File: src/rtl/uart_transmitter.sv
// rtl/uart_transmitter.sv - 8N1 UART transmitter with a small byte FIFO
module uart_transmitter #(
    parameter int CLKS_PER_BIT = 5208,
    parameter int FIFO_DEPTH   = 4
) (
    input  logic       clock,
    input  logic       resetn,
    input  logic [7:0] character,
    input  logic       sendValid,
    output logic       ready,
    output logic       tx,
    output logic       busy,
    output logic       txDone
);

    localparam int PTR_W  = $clog2(FIFO_DEPTH);
    localparam int BAUD_W = $clog2(CLKS_PER_BIT);
    localparam logic [BAUD_W-1:0] BAUD_LAST  = BAUD_W'(CLKS_PER_BIT - 1);
    localparam logic [PTR_W:0]    COUNT_FULL = (PTR_W + 1)'(FIFO_DEPTH);

    typedef enum logic [1:0] {
        IDLE,
        START,
        DATA,
        STOP
    } state_t;

    logic [7:0]        mem [FIFO_DEPTH];
    logic [PTR_W-1:0]  wr_ptr;
    logic [PTR_W-1:0]  rd_ptr;
    logic [PTR_W:0]    count;

    state_t            state;
    state_t            state_next;
    logic [BAUD_W-1:0] baud_cnt;
    logic [BAUD_W-1:0] baud_next;
    logic [2:0]        bit_index;
    logic [2:0]        bit_next;
    logic [7:0]        shift;
    logic [7:0]        shift_next;
    logic              tx_q;
    logic              tx_next;

    logic              push;
    logic              pop;

    // A full FIFO refuses new bytes even if a pop happens on the same edge.
    assign ready = (count != COUNT_FULL);
    assign push  = sendValid && ready;
    assign busy  = (state != IDLE) || (count != '0);
    assign tx    = tx_q;

    // FIFO storage; contents need no reset because count gates every read.
    always_ff @(posedge clock) begin
        if (push) begin
            mem[wr_ptr] <= character;
        end
    end

    // FIFO pointers and occupancy; pointers wrap naturally at the power-of-two depth.
    always_ff @(posedge clock) begin
        if (!resetn) begin
            wr_ptr <= '0;
            rd_ptr <= '0;
            count  <= '0;
        end else begin
            if (push) begin
                wr_ptr <= wr_ptr + PTR_W'(1);
            end
            if (pop) begin
                rd_ptr <= rd_ptr + PTR_W'(1);
            end
            case ({push, pop})
                2'b10:   count <= count + (PTR_W + 1)'(1);
                2'b01:   count <= count - (PTR_W + 1)'(1);
                default: count <= count;
            endcase
        end
    end

    // Frame sequencer registers; reset drops the line high and abandons any partial frame.
    always_ff @(posedge clock) begin
        if (!resetn) begin
            state     <= IDLE;
            baud_cnt  <= '0;
            bit_index <= '0;
            shift     <= '0;
            tx_q      <= 1'b1;
        end else begin
            state     <= state_next;
            baud_cnt  <= baud_next;
            bit_index <= bit_next;
            shift     <= shift_next;
            tx_q      <= tx_next;
        end
    end

    // Next-state logic: tx is computed one edge ahead so the line itself is registered.
    always_comb begin
        state_next = state;
        baud_next  = baud_cnt;
        bit_next   = bit_index;
        shift_next = shift;
        tx_next    = tx_q;
        pop        = 1'b0;
        txDone     = 1'b0;
        case (state)
            IDLE: begin
                tx_next = 1'b1;
                if (count != '0) begin
                    pop        = 1'b1;
                    shift_next = mem[rd_ptr];
                    tx_next    = 1'b0;
                    baud_next  = '0;
                    state_next = START;
                end
            end
            START: begin
                if (baud_cnt == BAUD_LAST) begin
                    baud_next  = '0;
                    tx_next    = shift[0];
                    bit_next   = 3'd0;
                    state_next = DATA;
                end else begin
                    baud_next = baud_cnt + BAUD_W'(1);
                end
            end
            DATA: begin
                if (baud_cnt == BAUD_LAST) begin
                    baud_next = '0;
                    if (bit_index == 3'd7) begin
                        tx_next    = 1'b1;
                        state_next = STOP;
                    end else begin
                        shift_next = {1'b0, shift[7:1]};
                        tx_next    = shift[1];
                        bit_next   = bit_index + 3'd1;
                    end
                end else begin
                    baud_next = baud_cnt + BAUD_W'(1);
                end
            end
            STOP: begin
                if (baud_cnt == BAUD_LAST) begin
                    txDone    = 1'b1;
                    baud_next = '0;
                    // Chain straight into the next start bit when a byte is waiting.
                    if (count != '0) begin
                        pop        = 1'b1;
                        shift_next = mem[rd_ptr];
                        tx_next    = 1'b0;
                        state_next = START;
                    end else begin
                        tx_next    = 1'b1;
                        state_next = IDLE;
                    end
                end else begin
                    baud_next = baud_cnt + BAUD_W'(1);
                end
            end
            default: begin
                tx_next    = 1'b1;
                state_next = IDLE;
            end
        endcase
    end

endmodule

File: config.mk
export PLATFORM = sky130hd
export DESIGN_NAME = uart_transmitter
export DESIGN_NICKNAME = d
export VERILOG_FILES = /design/src/rtl/uart_transmitter.sv
export SDC_FILE = /design/constraint.sdc
export NUM_CORES = 1
export LEC_CHECK = 0
export CORE_UTILIZATION = 45
export DETAILED_ROUTE_END_ITERATION = 10
export GPL_TIMING_DRIVEN = 0
export MAX_ROUTING_LAYER = met4
export RECOVER_POWER = 100
export SYNTH_ARGS = -nofsm -noshare
export SYNTH_HDL_FRONTEND = slang
export SYNTH_SLANG_ARGS = --single-unit
File: constraint.sdc
create_clock -name clock -period 4.7 [get_ports clock]
set_clock_uncertainty 0.05 [all_clocks]
set_input_delay 0.94 -clock clock [delete_from_list [all_inputs] [get_ports clock]]
set_output_delay 0.94 -clock clock [all_outputs]
set_load 0.01 [all_outputs]
==> flow_summary_export.csv, run 1 <==
group,metric,value,unit
status,status,"complete, no violations",
power,p_seq_share,39.2,%
placed_design,portBuffers,13,
clock_tree,hold_buffers,0,
route,totalWireLength,6.28,mm
synth,yosysTopAreaCell,"edfxtp_1",
synth,synthFlopType,"dfxtp_1",
placed_design,dpl-instance-area,3500,µm²
route,num_vias,2239,
power,power.switching,705,µW
power,p_leak,0.00133,µW
finish,area_growth,12.7,%
global_route,antenna_found_initial,0,
setup_path,crit_required,3.71,ns
floorplan,placeableCoreArea,6870,µm²
clock_tree,cts_root_buf,"clkbuf_8",
synth,syn_area,3250,µm²
timing,relSlewSlack,25.2,%
floorplan,io_pins,15,
synth,syn-mean-instance-area,11.7,µm²
clock_tree,post-cts-setup-buffers,0,
timing,fin_tns_setup,0,ns
timing,worst_pin_slew,1.12,ns
synth,synth-edff-count,32,
setup_path,critical_path_class,"flop to output pin",
finish,fin_area,3660,µm²
route,drt-vias-per-instance,5.57,
route,drcViolationCount,0,
run,maxCapViolations,0,
timing,finalCriticalPeriod,3.69,ns
setup_path,worstPathCellList,"ha_1, and4b_1, and3_1, clkbuf_1, and2_1, dlygate4sd3_1",
synth,synth-seq-area-share,51.8,%
setup_path,endpoint_kind,"output pin",
global_route,grt_usage,19.4,%
synth,ys_ff_latch,68,
timing,finalCritPeriodShare,78.6,%
global_route,grt_max_degree,15,
setup_path,startpoint_type,"flop",
synth,yosysTopAreaCellShare,29.6,%
placed_design,dp_hpwl,4.31,mm
finish,drive_gt1_share,12.4,%
setup_path,cp_data_arrival_time,2.70,ns
clock_tree,path_clk_slew,0.08,ns
floorplan,die_y,86.9,µm
clock_tree,cts_num_sinks,68,
power,clkPwrFrac,25.7,%
clock_tree,cts.repair.resized,0,
worst_hold_path,hp-class,"flop to flop",
synth,yosys-top-cells-count,"dfxtp_1, nand2_1, edfxtp_1",
timing,drv_slew,0,
synth,synth_nets,302,
power,swShare,35.4,%
global_route,grt_pass1_vias,2106,
global_route,grt_pass1_wl,10.5,mm
floorplan,die_area,7560,µm²
synth,yosysWarnings,0,
clock_tree,cts_tree,"built",
synth,netlist-cell-type-count,53,
finish,n_antenna_cell,0,
route,routedWlPerCell,15.6,µm
floorplan,die_w,86.9,µm
setup_path,cpMaxStageDelayCell,"dlygate4sd3_1",
global_route,grt_overflow,0,
synth,ys_async_sr_fraction,0,%
synth,yosys-top-cells-area,"edfxtp_1, dfxtp_1, mux4_2",
finish,nets,326,
route,drtIter0Drc,176,
route,dr.pass1.iters,4,
finish,nFillCells,644,
route,ant_nets,0,
floorplan,initial_core_util,47.2,%
setup_path,slowest_delay,0.60,ns
timing,fmax,271,MHz
floorplan,num_rows,30,
synth,postSynthCellCount,277,
clock_tree,clkLatencyLatePin,0.35,ns
clock_tree,cts_buffers,9,
power,powerDensity,544,nW/µm²
power,combPwrFrac,35.1,%
clock_tree,clk_path_buf_depth,2,
power,ir_worst_vdd,0.225,mV
timing,hold_viol_final,0,
timing,setup_viol,0,
timing,rsz0062_at_grt,"false",
placed_design,gp_congestion,0.899,
clock_tree,cts-htree-levels,3,
power,p_int,1290,µW
setup_path,crit_fanout,10,
synth,yosysMostFrequentCell,"dfxtp_1",
[cell type report]
| cell class | instances | area (µm²) | share of cell area [%] |
|---|---|---|---|
| Sequential cell | 68 | 1680 | 46.0 |
| Multi-Input combinational cell | 186 | 1410 | 38.7 |
| Timing Repair Buffer | 13 | 130 | 3.56 |
| Clock buffer | 9 | 124 | 3.39 |
| Tap cell | 96 | 120 | 3.28 |
| Clock inverter | 7 | 82.6 | 2.26 |
| Buffer | 13 | 67.6 | 1.85 |
| Inverter | 10 | 37.5 | 1.03 |
[per-layer routing]
metal / global-route usage (%) / vias to the layer above / wire length [µm]
met3: 4.27 / 9 / 193
met4: 8.18 / 0 / 110
met2: 28.3 / 36 / 2790
met1: 26.2 / 1100 / 3180
met5: - / - / 0
li1: - / 1094 / -
[power by group through the flow]
stage	Clock [µW]	Sequential [µW]	Combinational [µW]
finish	512	780	698
global route	549	793	782
CTS	521	782	731
detailed placement	0	796	727
global placement	0	791	721
floorplan	0	778	554
[critical path: cells and delay by family, from the launching register on]
family	cells	cell delay [ns]
adder cells (fa/ha/maj)	1	0.24
AND/OR/NAND/NOR	3	0.67
buffers and inverters	2	1.01
flip-flops	1	0.44
[layout by cell type, fill, tap and decap left out, drive strengths merged, types with 2 or more instances in the layout]
cell	n
dfxtp	36
nand2	34
edfxtp	32
clkbuf	20
mux2i	13
ha	13
dlygate4sd3	13
inv	13
nand3	12
nor2	11
a31oi	11
a21oi	9
mux4	8
or4	7
mux2	7
and3	7
or3	5
nand4	5
xnor2	4
o21ai	4
nor3	4
o221ai	3
nor4b	3
nand3b	2
o211ai	2
nor4	2
clkinvlp	2
buf	2
and2	2
[cell families after synthesis]
family	after synthesis	synth area share, %
and+or+nand+nor	101	17.0
DFF	68	51.8
AOI/OAI and AO/OA	38	8.44
muxes	28	12.0
buffers and inverters	23	3.78
adders and majority gates	14	5.63
xor gates and xnor gates	5	1.35
[metrics by stage]
step	utilization (%)	setup slack, ns	hold slack, ns	cells	power [µW]
after CTS	53.9	1.15	0.418	402	2030
after detailed placement	50.9	1.54	0.407	386	1520
final	53.2	1.01	0.413	402	1990
after global routing	53.2	0.826	0.437	402	2120
after global placement	50.9	1.53	0.396	386	1510
after floorplan	-	2.28	0.380	277	1330
[final timing paths]
check | start | slack (ns) | cells after the start | endpoint
worst min register to register | shift[4] | 0.41 | 2 | shift[4]
worst min-delay path | shift[4] | 0.41 | 2 | shift[4]
worst max-delay path | baud_cnt[0] | 1.01 | 6 | txDone
worst max register to register | baud_cnt[0] | 2.01 | 9 | count[2]
[flip-flops by register name (all words and copies together), names as in the netlist, named ones only]
name	flops
mem	32
count	3
rd_ptr	2
tx	1
state	2
bit_index	3
shift	8
wr_ptr	2
baud_cnt	13
No activity file was read; power rests on OpenSTA's default activity.
==> run 2, diff against run 1 <==
==> constraint.sdc (replaced) <==
create_clock -name clock -period 3.1 [get_ports clock]
set_clock_uncertainty 0.05 [all_clocks]
set_input_delay 0.62 -clock clock [delete_from_list [all_inputs] [get_ports clock]]
set_output_delay 0.62 -clock clock [all_outputs]
set_load 0.01 [all_outputs]
==> run 2 against run 1 <==
Compared with the run above: first-iteration DRC count increased by 8.5%; core utilization increased by 0.42 points; wire length decreased by 0.27%; total power increased by 52%; highest routed layer unchanged; combinational power increased by 53%; worst hold slack about the same; sequential power increased by 53%; sequential share of layout area decreased by 0.33 points.
==> flow_summary_export.csv, run 2 (synthesized netlist as in run 1, its figures left out) <==
group,metric,value,unit
timing,setup_slack,0.167,ns
setup_path,slowest_delay,0.52,ns
power,power.switching,1060,µW
route,routedWlPerCell,15.6,µm
route,ant_nets,0,
finish,n_antenna_cell,0,
clock_tree,clk_path_buf_depth,2,
floorplan,die_area,7560,µm²
finish,area_growth,13.6,%
finish,final_common_cell,"dfxtp_1",
placed_design,dp.cells,386,
power,ir_worst_vdd,0.340,mV
floorplan,placeableCoreArea,6870,µm²
setup_path,cpMaxStageDelayCell,"clkdlybuf4s50_1",
power,p_leak,0.00134,µW
placed_design,portBuffers,13,
route,dr.pass1.iters,4,
route,drt-vias-per-instance,5.54,
worst_hold_path,hp-class,"flop to flop",
setup_path,startpoint_type,"flop",
setup_path,cp_data_arrival_time,2.26,ns
floorplan,die_y,86.9,µm
clock_tree,cts_tree,"built",
power,combPwrFrac,35.4,%
global_route,grt_max_degree,15,
timing,fmax,341,MHz
setup_path,crit_fanout,10,
clock_tree,path_clk_slew,0.08,ns
route,num_vias,2229,
finish,top_register,"mem",
timing,finalCriticalPeriod,2.93,ns
finish,largest_reg_flops,32,
global_route,grt_usage,19.4,%
timing,hold_viol_final,0,
clock_tree,clkLatencyLatePin,0.34,ns
power,powerDensity,823,nW/µm²
setup_path,critPathBufInv,2,
floorplan,num_rows,30,
placed_design,gp_congestion,0.899,
timing,setup_viol,0,
global_route,grt_pass1_vias,2106,
clock_tree,cts_buffers,9,
global_route,antenna_found_initial,0,
power,swShare,35.1,%
floorplan,io_pins,15,
clock_tree,cts_root_buf,"clkbuf_8",
floorplan,initial_core_util,47.2,%
timing,drv_slew,0,
finish,drive_gt1_share,13.7,%
global_route,grt_pass1_wl,10.5,mm
setup_path,critical_path.top_delay_family,"buffers and inverters",
finish,stdcell_count,402,
route,totalWireLength,6.26,mm
timing,fin_tns_setup,0,ns
placed_design,dp_hpwl,4.31,mm
clock_tree,cts-htree-levels,3,
timing,worst_pin_slew,1.11,ns
finish,nets,326,
global_route,grt_overflow,0,
finish,final_cell_mix,"dfxtp_1, nand2_1, edfxtp_1",
clock_tree,hold_buffers,0,
timing,rsz0062_at_grt,"false",
placed_design,pre_cts_slack,0.260,ns
setup_path,crit_required,2.43,ns
power,p_int,1970,µW
status,status,"complete, no violations",
power,clkPwrFrac,25.3,%
clock_tree,cts_num_sinks,68,
power,power.total,3030,µW
route,drtIter0Drc,191,
setup_path,critical_path_class,"flop to output pin",
setup_path,worstPathCellList,"ha_1, and4b_1, and3_4, buf_6, and2_1, clkdlybuf4s50_1",
finish,largestRegisters,"mem: 32 flops, baud_cnt: 13 flops, shift: 8 flops",
power,p_seq_share,39.3,%
clock_tree,post-cts-setup-buffers,0,
setup_path,endpoint_kind,"output pin",
floorplan,die_w,86.9,µm
run,maxCapViolations,0,
route,drcViolationCount,0,
timing,finalCritPeriodShare,94.6,%
timing,relSlewSlack,26.0,%
finish,fin_util,53.7,%
## run 2: final timing paths
kind	from	endpoint	slack (ns)	cells past startpoint
worst min-delay path	shift[4]	shift[4]	0.41	2
worst max register to register	baud_cnt[0]	count[2]	0.44	9
worst min register to register	shift[4]	shift[4]	0.41	2
worst max-delay path	baud_cnt[1]	txDone	0.17	6
## run 2: power groups by stage
| stage | Clock [µW] | Sequential (µW) | Combinational (µW) |
|---|---|---|---|
| floorplan | 0 | 1180 | 840 |
| global placement | 0 | 1200 | 1090 |
| detailed placement | 0 | 1210 | 1100 |
| CTS | 790 | 1190 | 1110 |
| global route | 833 | 1210 | 1200 |
| finish | 768 | 1190 | 1070 |
## run 2: worst min-delay path: stages, from the launching register on
cell and delay, ns:
dfxtp_1 0.32, nand2_1 0.05, mux2i_1 0.05
## run 2: final cells by class
| class | instances | area [µm²] |
|---|---|---|
| tap | 96 | 120 |
| sequential | 68 | 1680 |
| clock buffer | 9 | 124 |
| clock inverter | 7 | 82.6 |
| multi-input combinational | 186 | 1430 |
| timing repair buffer | 13 | 130 |
| fill | 636 | 3180 |
| inverter | 10 | 37.5 |
| buffer | 13 | 75.1 |
## run 2: layer usage
metal	global-route usage [%]	part of all wire, %	vias to the layer above
met2	28.3	46	34
met4	8.18	1.1	0
li1	-	-	1098
met1	26.2	50	1092
met5	-	0	-
met3	4.27	3.1	5
## run 2: repair_timing
| item | in CTS | in global routing |
|---|---|---|
| setup endpoints to repair | 1 | 2 |
| endpoints found under the hold margin | 0 | 0 |
| pin swaps | 0 | 0 |
| resized for setup | 1 | 2 |
## run 2: through the flow
step / hold slack (ns) / instance area, µm²
after CTS: 0.418 / 3710
final: 0.414 / 3690
after floorplan: 0.380 / 3250
after global placement: 0.396 / 3500
after global routing: 0.437 / 3690
after detailed placement: 0.407 / 3500
==> run 3, diff against run 2 <==
--- a/config.mk
+++ b/config.mk
@@ -7,9 +7,10 @@
 export LEC_CHECK = 0
 export CORE_UTILIZATION = 45
 export DETAILED_ROUTE_END_ITERATION = 10
+export DONT_BUFFER_PORTS = 1
 export GPL_TIMING_DRIVEN = 0
-export MAX_ROUTING_LAYER = met4
 export RECOVER_POWER = 100
+export SLEW_MARGIN = 15
 export SYNTH_ARGS = -nofsm -noshare
 export SYNTH_HDL_FRONTEND = slang
 export SYNTH_SLANG_ARGS = --single-unit
==> run 3 against run 2 <==
Compared with the run above: total power is 1.9% lower; worst setup slack better by 0.19 ns; via count is 1.4% lower; core utilization is 2.0 points lower; global-route usage is 0.23 points lower; combinational power is 5% lower; cell count is 3.2% lower; worst hold slack worse by 0.10 ns; largest power group unchanged; final area is 3.8% lower.
==> flow_summary_export.csv, run 3 (synthesized netlist as in run 1, its figures left out) <==
group,metric,value,unit
global_route,grt_usage,19.2,%
finish,nets,313,
placed_design,gp_congestion,0.865,
floorplan,num_rows,30,
clock_tree,clk_path_buf_depth,2,
timing,rsz0062_at_grt,"false",
global_route,grt_overflow,0,
clock_tree,cts_num_sinks,68,
placed_design,portBuffers,0,
placed_design,dp.cells,373,
placed_design,dpl-instance-area,3370,µm²
global_route,grt_max_degree,15,
global_route,antenna_found_initial,0,
setup_path,cpMaxStageDelayCell,"nor4b_1",
clock_tree,cts.repair.resized,0,
clock_tree,clkLatencyLatePin,0.35,ns
setup_path,endpoint_kind,"output pin",
route,drcViolationCount,0,
run,maxCapViolations,0,
finish,top_register,"mem",
timing,whs,0.310,ns
setup_path,startpoint_type,"flop",
finish,area_growth,9.29,%
floorplan,die_y,86.9,µm
route,dr.pass1.iters,4,
finish,largest_reg_flops,32,
worst_hold_path,hp-class,"primary input to flop",
timing,setup_viol,0,
finish,largestRegisters,"mem: 32 flops, baud_cnt: 13 flops, shift: 8 flops",
power,powerDensity,839,nW/µm²
setup_path,slowest_delay,0.61,ns
setup_path,worstPathCellList,"inv_1, ha_1, nor4b_1, inv_1",
placed_design,dp_hpwl,4.37,mm
status,status,"complete, no violations",
power,ir_worst_vdd,0.376,mV
timing,finalCriticalPeriod,2.74,ns
clock_tree,hold_buffers,0,
clock_tree,cts_tree,"built",
power,p_leak,0.00129,µW
setup_path,r2r_start,"baud_cnt[0]",
setup_path,critical_path.top_delay_family,"simple AND/OR/NAND/NOR gates",
clock_tree,post-cts-setup-buffers,0,
clock_tree,cts_buffers,9,
worst_hold_path,worstHoldStart,"character[1]",
setup_path,cp-startpoint,"state[0]",
finish,seq_area,1680,µm²
timing,relSlewSlack,25.8,%
finish,final_common_cell,"dfxtp_1",
timing,worst_pin_slew,1.11,ns
floorplan,die_area,7560,µm²
clock_tree,path_clk_slew,0.08,ns
route,routedWlPerCell,16.2,µm
timing,fin_tns_setup,0,ns
setup_path,critPathBufInv,2,
finish,multi_input_area,1420,µm²
timing,finalCritPeriodShare,88.4,%
finish,fin_util,51.6,%
clock_tree,cts-htree-levels,3,
timing,drv_slew,0,
floorplan,placeableCoreArea,6870,µm²
setup_path,critical_path_class,"flop to output pin",
finish,stdcell_count,389,
floorplan,die_w,86.9,µm
timing,fmax,365,MHz
route,totalWireLength,6.31,mm
clock_tree,cts_root_buf,"clkbuf_8",
finish,nFillCells,620,
setup_path,cp_data_arrival_time,2.07,ns
route,ant_nets,0,
floorplan,io_pins,15,
timing,hold_viol_final,0,
global_route,grt_pass1_vias,2159,
finish,final_cell_mix,"dfxtp_1, nand2_1, edfxtp_1",
floorplan,initial_core_util,47.2,%
setup_path,crit_fanout,5,
finish,n_antenna_cell,0,
route,drtIter0Drc,162,
global_route,grt_pass1_wl,10.8,mm
setup_path,crit_top_cell,"inv_1",
setup_path,crit_required,2.43,ns
route,drt-vias-per-instance,5.65,
setup_path,r2r_slack,0.41,ns
finish,fin_area,3550,µm²
finish,drive_gt1_share,14.0,%
route,num_vias,2198,
## run 3: per-layer routing
metal	GRT usage (%)	vias up	part of all wire, %
li1	-	1069	-
met1	26.8	1078	50
met2	28.0	43	45
met3	3.79	8	3.6
met4	10.5	0	1.4
met5	0	-	0
## run 3: worst paths after layout
path         cells past startpoint            to
max                              4          busy
min                              0     mem[0][1]
max reg2reg                      9      count[2]
min reg2reg                      1  baud_cnt[12]
## run 3: where the power goes
group / internal, µW / switching, µW / total (µW) / leakage (µW)
sequential: 1090 / 98.3 / 1190 / 0.000586
clock: 383 / 380 / 762 / 0.0000973
combinational: 445 / 579 / 1020 / 0.000604
## run 3: metrics by stage
step | setup WS, ns | power (µW)
5_1_grt | 0.150 | 3180
6_report | 0.361 | 2980
2_1_floorplan | 0.708 | 2020
3_3_place_gp | 0.469 | 2230
4_1_cts | 0.359 | 3020
3_5_place_dp | 0.436 | 2260
## run 3: layout make-up
class / count / area share (%)
clock inverter: 7 / 2.26
inverter: 10 / 1.06
clock buffer: 9 / 3.49
sequential: 68 / 47.4
tap: 96 / 3.39
multi-input combinational: 186 / 40.0
buffer: 13 / 2.40
